### src/rtl/bus_share_arbiter_pkg.sv
// Shared definitions for the two-requester bus share arbiter:
// FSM state encoding, source tags and datapath width.
package bus_share_arbiter_pkg;

    localparam int DATA_W = 32;

    typedef enum logic [1:0] {
        IDLE  = 2'd0,
        OWN_A = 2'd1,
        OWN_B = 2'd2
    } state_t;

    localparam logic SRC_A = 1'b1;
    localparam logic SRC_B = 1'b0;

endpackage

### src/rtl/mux_32bit.sv
// 32-bit 2:1 mux: o = a when s=1, b when s=0.
module mux_32bit
    import bus_share_arbiter_pkg::*;
(
    input  logic [DATA_W-1:0] a,
    input  logic [DATA_W-1:0] b,
    input  logic              s,
    output logic [DATA_W-1:0] o
);

    // Pure select, no state.
    assign o = s ? a : b;

endmodule

### src/rtl/bus_share_arbiter.sv
// Round-robin burst arbiter sharing one 32-bit datapath between requesters
// A and B, with a single-entry valid/ready output register.
//
// state | meaning
// IDLE  | nobody owns the datapath; arbitrate (never acks here)
// OWN_A | A owns the mux (s=1); A words accepted while the slot is free
// OWN_B | B owns the mux (s=0); B words accepted while the slot is free
module bus_share_arbiter
    import bus_share_arbiter_pkg::*;
#(
    parameter int MAX_BURST = 4,
    parameter bit A_FIRST   = 1'b1
) (
    input  logic              clk,
    input  logic              rst_n,
    input  logic              a_req,
    input  logic [DATA_W-1:0] a_data,
    input  logic              a_last,
    output logic              a_ack,
    input  logic              b_req,
    input  logic [DATA_W-1:0] b_data,
    input  logic              b_last,
    output logic              b_ack,
    output logic              s,
    output logic              o_valid,
    output logic [DATA_W-1:0] o_data,
    output logic              o_src,
    input  logic              o_ready
);

    // One spare bit so the counter cannot wrap before the release compare fires.
    localparam int               CNT_W    = $clog2(MAX_BURST) + 1;
    localparam logic [CNT_W-1:0] CNT_LAST = CNT_W'(MAX_BURST - 1);

    state_t             state;
    logic               prio;
    logic [CNT_W-1:0]   cnt;
    logic               slot_free;
    logic               burst_end;
    logic               a_release;
    logic               b_release;
    logic [DATA_W-1:0]  mux_o;

    mux_32bit u_mux (
        .a (a_data),
        .b (b_data),
        .s (s),
        .o (mux_o)
    );

    // Select and acks decode straight from the registered state.
    assign s         = (state == OWN_A);
    assign slot_free = !o_valid || o_ready;
    assign a_ack     = (state == OWN_A) && a_req && slot_free;
    assign b_ack     = (state == OWN_B) && b_req && slot_free;
    assign burst_end = (cnt == CNT_LAST);

    // A stalled owner (req high, slot busy) keeps ownership and its count.
    assign a_release = !a_req || (a_ack && (a_last || burst_end));
    assign b_release = !b_req || (b_ack && (b_last || burst_end));

    // Ownership FSM, round-robin priority and burst counter.
    always_ff @(posedge clk or negedge rst_n) begin
        if (!rst_n) begin
            state <= IDLE;
            prio  <= A_FIRST;
            cnt   <= '0;
        end else begin
            case (state)
                IDLE: begin
                    cnt <= '0;
                    if (a_req && (!b_req || prio)) begin
                        state <= OWN_A;
                    end else if (b_req) begin
                        state <= OWN_B;
                    end
                end
                OWN_A: begin
                    if (a_release) begin
                        prio  <= 1'b0;
                        cnt   <= '0;
                        state <= b_req ? OWN_B : IDLE;
                    end else if (a_ack) begin
                        cnt <= cnt + CNT_W'(1);
                    end
                end
                OWN_B: begin
                    if (b_release) begin
                        prio  <= 1'b1;
                        cnt   <= '0;
                        state <= a_req ? OWN_A : IDLE;
                    end else if (b_ack) begin
                        cnt <= cnt + CNT_W'(1);
                    end
                end
                default: begin
                    state <= IDLE;
                    cnt   <= '0;
                end
            endcase
        end
    end

    // Output stage: load on accept (replacing a word being drained), clear on drain.
    always_ff @(posedge clk or negedge rst_n) begin
        if (!rst_n) begin
            o_valid <= 1'b0;
            o_data  <= '0;
            o_src   <= SRC_B;
        end else if (a_ack || b_ack) begin
            o_valid <= 1'b1;
            o_data  <= mux_o;
            o_src   <= s ? SRC_A : SRC_B;
        end else if (o_ready) begin
            o_valid <= 1'b0;
        end
    end

endmodule

### config.mk
export PLATFORM = sky130hd
export DESIGN_NAME = bus_share_arbiter
export DESIGN_NICKNAME = d
export VERILOG_FILES = /design/src/rtl/bus_share_arbiter_pkg.sv /design/src/rtl/mux_32bit.sv /design/src/rtl/bus_share_arbiter.sv
export SDC_FILE = /design/constraint.sdc
export NUM_CORES = 1
export LEC_CHECK = 0
export ABC_CLOCK_PERIOD_IN_PS = 1500
export CORE_ASPECT_RATIO = 0.9
export CORE_UTILIZATION = 25
export DETAILED_ROUTE_END_ITERATION = 16
export GPL_ROUTABILITY_DRIVEN = 0
export HOLD_SLACK_MARGIN = 0.02
export SYNTH_ARGS = -nofsm -noshare
export SYNTH_HDL_FRONTEND = slang
export SYNTH_SLANG_ARGS = --single-unit
### constraint.sdc
create_clock -name clk -period 1.5 [get_ports clk]
set_input_delay 0.3 -clock clk [delete_from_list [all_inputs] [get_ports clk]]
set_output_delay 0.3 -clock clk [all_outputs]
set_load 0.02 [all_outputs]
== Word-level counts from Yosys, hierarchy flattened ==
Cells that the tools add are included.

* Register bits after elaboration: 40
* Word-level logic and storage cells: 57

* Muxes and demuxes: 19
* $add $sub $neg: 1
* Equality and inequality tests: 8
* Reductions and logical operators: 23

{| class="wikitable"
|+ Operators by type and width
! kind !! count
|-
| $mux 32 || 1
|-
| $mux 3 || 4
|-
| $mux 2 || 5
|-
| $logic_and 1x1->1 || 7
|-
| $logic_or 1x1->1 || 7
|-
| $mux 1 || 6
|-
| $ne 3x3->1 const B || 2
|-
| $pmux 2 s3 || 1
|-
| $pmux 3 s2 || 1
|-
| $reduce_and 3->1 || 2
|-
| $reduce_bool 2->1 || 2
|-
| $add 3x1->3 const B || 1
|-
| $eq 3x2->1 const B || 1
|-
| $logic_not 1->1 || 3
|-
| $ne 3x2->1 const B || 1
|-
| $eq 2x1->1 const B || 1
|-
| $eq 2x2->1 const B || 1
|-
| $logic_not 2->1 || 1
|-
| $ne 2x1->1 const B || 1
|-
| $ne 2x2->1 const B || 1
|-
| $pmux 1 s2 || 1
|-
| $reduce_and 2->1 || 1
|}

== Depth between registers and ports, before layout ==
* Depth after elaboration: 7
* Gate-level depth with buffers: 8
* Gate-level depth less buffers: 6

== Cells and area by module ==
Synthesis repeated with hierarchy kept, for this count alone.

* Cells, all modules: 162
* Area, all modules: 2423.6 µm²

{| class="wikitable"
|+ By module, submodules not included
! module !! area an instance (µm²) !! instances !! sequential area each (µm²) !! cells an instance
|-
| bus_share_arbiter || 1879.3 || 1 || 1002.2 || 126
|-
| mux_32bit || 544.3 || 1 || 0.0 || 36
|}

== Least setup slack after synthesis ==
OpenSTA, ideal clock, no wires.

* Path type: reg2reg
* Start point: register state[1]
* End point: register cnt[2]
* Data arrival time: 1.569 ns
* Data required time: 1.396 ns
* Path buffers: 1
* Stages on the path, launching flop included: 8
* Setup time: 0.104 ns
* Setup slack: -0.173 ns
* Period minus slack after synthesis: 1.673 ns
* Cell sequence: dfrtp_1 > inv_1 > ha_1 > buf_6 > nand2_1 > o21bai_4 > o21a_1 > o41ai_2

* Longest elaborated chain between the ends: 7
* Elaborated cells on any way between the ends: 16

{| class="wikitable"
|+ Ends and longest elaborated chain
! element !! RTL line !! text
|-
| start: declaration || bus_share_arbiter.sv:35 || <nowiki>state_t state;</nowiki>
|-
| start signal: assignment || bus_share_arbiter.sv:82 || <nowiki>state <= b_req ? OWN_B : IDLE;</nowiki>
|-
| start signal: assignment || bus_share_arbiter.sv:91 || <nowiki>state <= a_req ? OWN_A : IDLE;</nowiki>
|-
| $eq 2x1->1 * || n/a ||
|-
| via s || bus_share_arbiter.sv:24 || <nowiki>output logic s,</nowiki>
|-
| $logic_and 1x1->1 (2 in series) || bus_share_arbiter.sv:54 || <nowiki>assign a_ack = (state == OWN_A) && a_req && slot_free;</nowiki>
|-
| $logic_and 1x1->1 || bus_share_arbiter.sv:59 || <nowiki>assign a_release = !a_req || (a_ack && (a_last || burst_end));</nowiki>
|-
| $logic_or 1x1->1 || bus_share_arbiter.sv:59 ||
|-
| $mux 3 or $ne 3x2->1 (tied branches) || n/a ||
|-
| $pmux 3 s2 or $reduce_and 2->1 (tied branches) || n/a ||
|-
| end signal: assignment || bus_share_arbiter.sv:84 || <nowiki>cnt <= cnt + CNT_W'(1);</nowiki>
|-
| end signal: assignment || bus_share_arbiter.sv:93 || <nowiki>cnt <= cnt + CNT_W'(1);</nowiki>
|-
| end: declaration || bus_share_arbiter.sv:37 || <nowiki>logic [CNT_W-1:0] cnt;</nowiki>
|}

The timed path passes the listed nets; every way through them passes the cells marked *.
A chain may end at the register's enable or synchronous reset.

== Worst setup path after layout ==
* Start point: register state[0]
* End point: register cnt[0]

* Longest elaborated chain between the ends: 7
* Elaborated cells on any way between the ends: 16

{| class="wikitable"
|+ Ends and longest elaborated chain
! element !! RTL line !! text
|-
| $eq 2x2->1 or $eq 2x1->1 (tied branches) || bus_share_arbiter.sv:55, bus_share_arbiter.sv:69, bus_share_arbiter.sv:54 ||
|-
| $logic_and 1x1->1, on equally long branches (2 in series) || bus_share_arbiter.sv:55, bus_share_arbiter.sv:54 ||
|-
| $logic_and 1x1->1, on equally long branches || bus_share_arbiter.sv:60, bus_share_arbiter.sv:59 ||
|-
| $logic_or 1x1->1, on equally long branches || bus_share_arbiter.sv:60, bus_share_arbiter.sv:59 ||
|-
| $mux 3, or another cell as far along || bus_share_arbiter.sv:88 || <nowiki>if (b_release) begin</nowiki>
|-
| $pmux 3 s2 or $reduce_and 2->1 (tied branches) || n/a ||
|}

Parallel ways exist; a longest one is shown, timed or not.

==> impl_metrics.json <==
{
  "status": "finished, violations left",
  "violated_checks": "setup timing",
  "grt.total_usage_pct": 13.2,
  "floorplan.die.height_um": 87.6,
  "end_kind": "register",
  "grt_setup_unrepaired": "true",
  "layout.cells.most_common": "sky130_fd_sc_hd__clkdlybuf4s50_1",
  "wl_per_cell_um": 12.9,
  "syn2layout_area_growth_pct": 81.2,
  "max_cap_viol_count": 0,
  "peak_vdd_ir_v": 0.000595,
  "worstPathCellList": "buf_6, ha_4, buf_6, buf_6, a22oi_4, nor2_4, or3_1, o21ai_1",
  "final_min_period_over_clock_period_pct": 114,
  "floorplan.rows": 30,
  "first_global_vias": 1906,
  "vias_per_cell": 4.53,
  "timing.critical_path.from_type": "register",
  "cts.sinks": 40,
  "holdCritPathClass": "input pin to asynchronous set/reset pin",
  "io_pins": 108,
  "syn_nets": 275,
  "maximum_level_of_the_cts_h_tree": 2,
  "firstDrtPassIters": 4,
  "initial_utilization_pct": 26.4,
  "synth_cells": 198,
  "finish.cell_count_without_fillers": 430,
  "fin_total_pwr_mw": 6.56,
  "placed_area_sq_um": 3370,
  "worst-setup-path-type": "register to register",
  "timing.max_slew.rel_slack_pct": 70.3,
  "worstMarginPinSlew_ns": 0.446,
  "gr-total-overflow": 0,
  "timing.fmax_mhz": 587,
  "yosysWarningCount": 0,
  "grt_max_degree": 33,
  "finalSetupViolCount": 41,
  "final_period_minus_worst_setup_slack_ns": 1.70,
  "fin_util_pct": 47.9,
  "cts_root_buffer": "sky130_fd_sc_hd__clkbuf_8",
  "clock_path_buffers": 2,
  "worst_slack_ns": -0.204,
  "synthDistinctLibCells": 27,
  "power.density_nw_per_um2": 1780,
  "clk_transition_reported_paths_ns": 0.08,
  "dp_slack_ns": -0.408,
  "detail_route.drc_violations": 0,
  "timing.critical_path.slowest_stage_cell": "sky130_fd_sc_hd__dfrtp_1",
  "worst_path_dominant_cell_family": "flip-flops",
  "cts_inserted_buffers": 5,
  "postSynthAreaPerCell_sq_um": 10.3,
  "dp_hpwl_mm": 4.08,
  "final_net_count": 410,
  "drt-total-wl_mm": 5.54,
  "clk-insertion-delay-late_ns": 0.28,
  "final_instance_area_sq_um": 3680,
  "worst_clock_skew_ns": 0.00208,
  "synth-seq-cells": 40,
  "critical_path_buf_inv_count": 3,
  "synth.cell_area_sq_um": 2030,
  "antenna_found_initial": 0,
  "die_footprint_sq_um": 8500,
  "holdWs_ns": 0.483,
  "first_iteration_detailed_routing_drc_count": 41,
  "antenna_violating_nets_post_route": 0,
  "timing.final.max_slew_violations": 0,
  "commonest_cells_after_routing_fill_and_taps_aside": "sky130_fd_sc_hd__clkdlybuf4s50_1 (69), sky130_fd_sc_hd__dfrtp_1 (39), sky130_fd_sc_hd__a21oi_1 (34), sky130_fd_sc_hd__dlygate4sd2_1 (34), sky130_fd_sc_hd__mux2i_1 (32)",
  "dr_total_vias": 1948,
  "antenna_fix_cells": 0,
  "floorplan.die.width_um": 97.1,
  "cpMostUsedCell": "sky130_fd_sc_hd__buf_6",
  "slack_of_the_worst_reg_to_reg_path_ns": -0.20,
  "slowest_delay_ns": 0.40,
  "timing_hold_violations_final": 0,
  "path_max_fanout": 3,
  "setup_total_negative_slack_ns": -6.36,
  "leakage_nw": 1.54,
  "placement.io_buffers": 107,
  "design.core.area_sq_um": 7690,
  "cp_data_required_time_ns": 1.71,
  "critPathArrivalTime_ns": 1.92,
  "placed_cells": 414,
  "post_route_cells_drive_above_1_share_pct": 26.0,
  "ys_seq_area_share_pct": 49.3,
  "cts_tree": "built",
  "grt_pass1_wl_mm": 9.04
}
[synth_stat cells]
| cell | count | area [sq um] |
|---|---|---|
| sky130_fd_sc_hd__buf_4 | 4 | 30.0 |
| sky130_fd_sc_hd__nor2_4 | 1 | 11.3 |
| sky130_fd_sc_hd__a21o_1 | 1 | 7.51 |
| sky130_fd_sc_hd__mux2i_1 | 32 | 320 |
| sky130_fd_sc_hd__o221ai_1 | 1 | 8.76 |
| sky130_fd_sc_hd__dfrtp_1 | 39 | 976 |
| sky130_fd_sc_hd__nand2b_1 | 3 | 18.8 |
| sky130_fd_sc_hd__nor3b_1 | 2 | 15.0 |
| sky130_fd_sc_hd__o21bai_4 | 1 | 18.8 |
| sky130_fd_sc_hd__o31ai_1 | 1 | 7.51 |
| sky130_fd_sc_hd__nor2_2 | 1 | 6.26 |
| sky130_fd_sc_hd__dfstp_2 | 1 | 26.3 |
| sky130_fd_sc_hd__nor2b_1 | 1 | 6.26 |
| sky130_fd_sc_hd__buf_2 | 6 | 30.0 |
| sky130_fd_sc_hd__o21a_1 | 1 | 7.51 |
| sky130_fd_sc_hd__a22oi_4 | 1 | 21.3 |
| sky130_fd_sc_hd__or3_1 | 1 | 6.26 |
| sky130_fd_sc_hd__inv_1 | 4 | 15.0 |
| sky130_fd_sc_hd__a21oi_1 | 35 | 175 |
| sky130_fd_sc_hd__ha_1 | 6 | 75.1 |
| sky130_fd_sc_hd__buf_6 | 1 | 11.3 |
| sky130_fd_sc_hd__o21ai_1 | 1 | 5.00 |
| sky130_fd_sc_hd__a22o_1 | 3 | 26.3 |
| sky130_fd_sc_hd__o21ai_0 | 3 | 15.0 |
| sky130_fd_sc_hd__nor2_1 | 37 | 139 |
| sky130_fd_sc_hd__nand2_1 | 10 | 37.5 |
| sky130_fd_sc_hd__o41ai_2 | 1 | 16.3 |
[power breakdown]
group / leakage (nW) / internal [mW] / switching, mW / total, mW
registers: 0.453 / 1.59 / 0.291 / 1.88
clock network: 0.0645 / 0.587 / 0.377 / 0.965
logic: 1.02 / 1.75 / 1.97 / 3.72
[layout make-up]
| type | instances | area [sq um] |
|---|---|---|
| fillers | 755 | 4010 |
| repair buffers | 139 | 1310 |
| multi-input cells | 143 | 1110 |
| flip-flops and latches | 40 | 1000 |
| well taps | 96 | 120 |
| clock buffers | 7 | 96.3 |
| clock inverters | 1 | 30.0 |
| inverters | 4 | 17.5 |
[what timing repair did]
item,4_1_cts,5_1_grt
endpoints found under the hold margin,16,0
hold buffers,1,0
setup endpoints to repair,75,41
buffers inserted,4,4
gates resized for setup,75,25
pin swaps,10,10
[state kept, by name, summed over array words and instances, names as in the netlist]
| signal | cells |
|---|---|
| prio | 1 |
| state | 2 |
| o_src | 1 |
| o_valid | 1 |
| cnt | 3 |
| o_data | 32 |
[per-layer routing]
metal / vias up / share of wire (%) / global-route usage (%)
li1: 953 / - / -
met3: 7 / 8.5 / 4.63
met2: 88 / 47 / 21.5
met4: 0 / 1.1 / 4.61
met1: 900 / 43 / 16.5
met5: - / 0 / 0
[worst paths after layout]
path | from | endpoint | depth (start not counted)
worst max-delay path | state[0] | cnt[0] | 8
worst min-delay path | rst_n | o_src | 2
worst max register to register | state[0] | cnt[0] | 8
worst min register to register | cnt[2] | cnt[2] | 2
max in group asynchronous | rst_n | o_data[29] | 3
min in group clk | cnt[2] | cnt[2] | 2
[cells by family (layout without fill, tap and decap cells)]
kind of cell	count (synthesis)	after routing	synth area share [%]
compound gates	49	49	15.2
fa+ha+maj	6	6	3.69
simple gates	56	56	11.8
flops	40	40	49.3
mux	32	32	15.8
buf+inv	15	151	4.25
(Power assumes the default switching activity.)
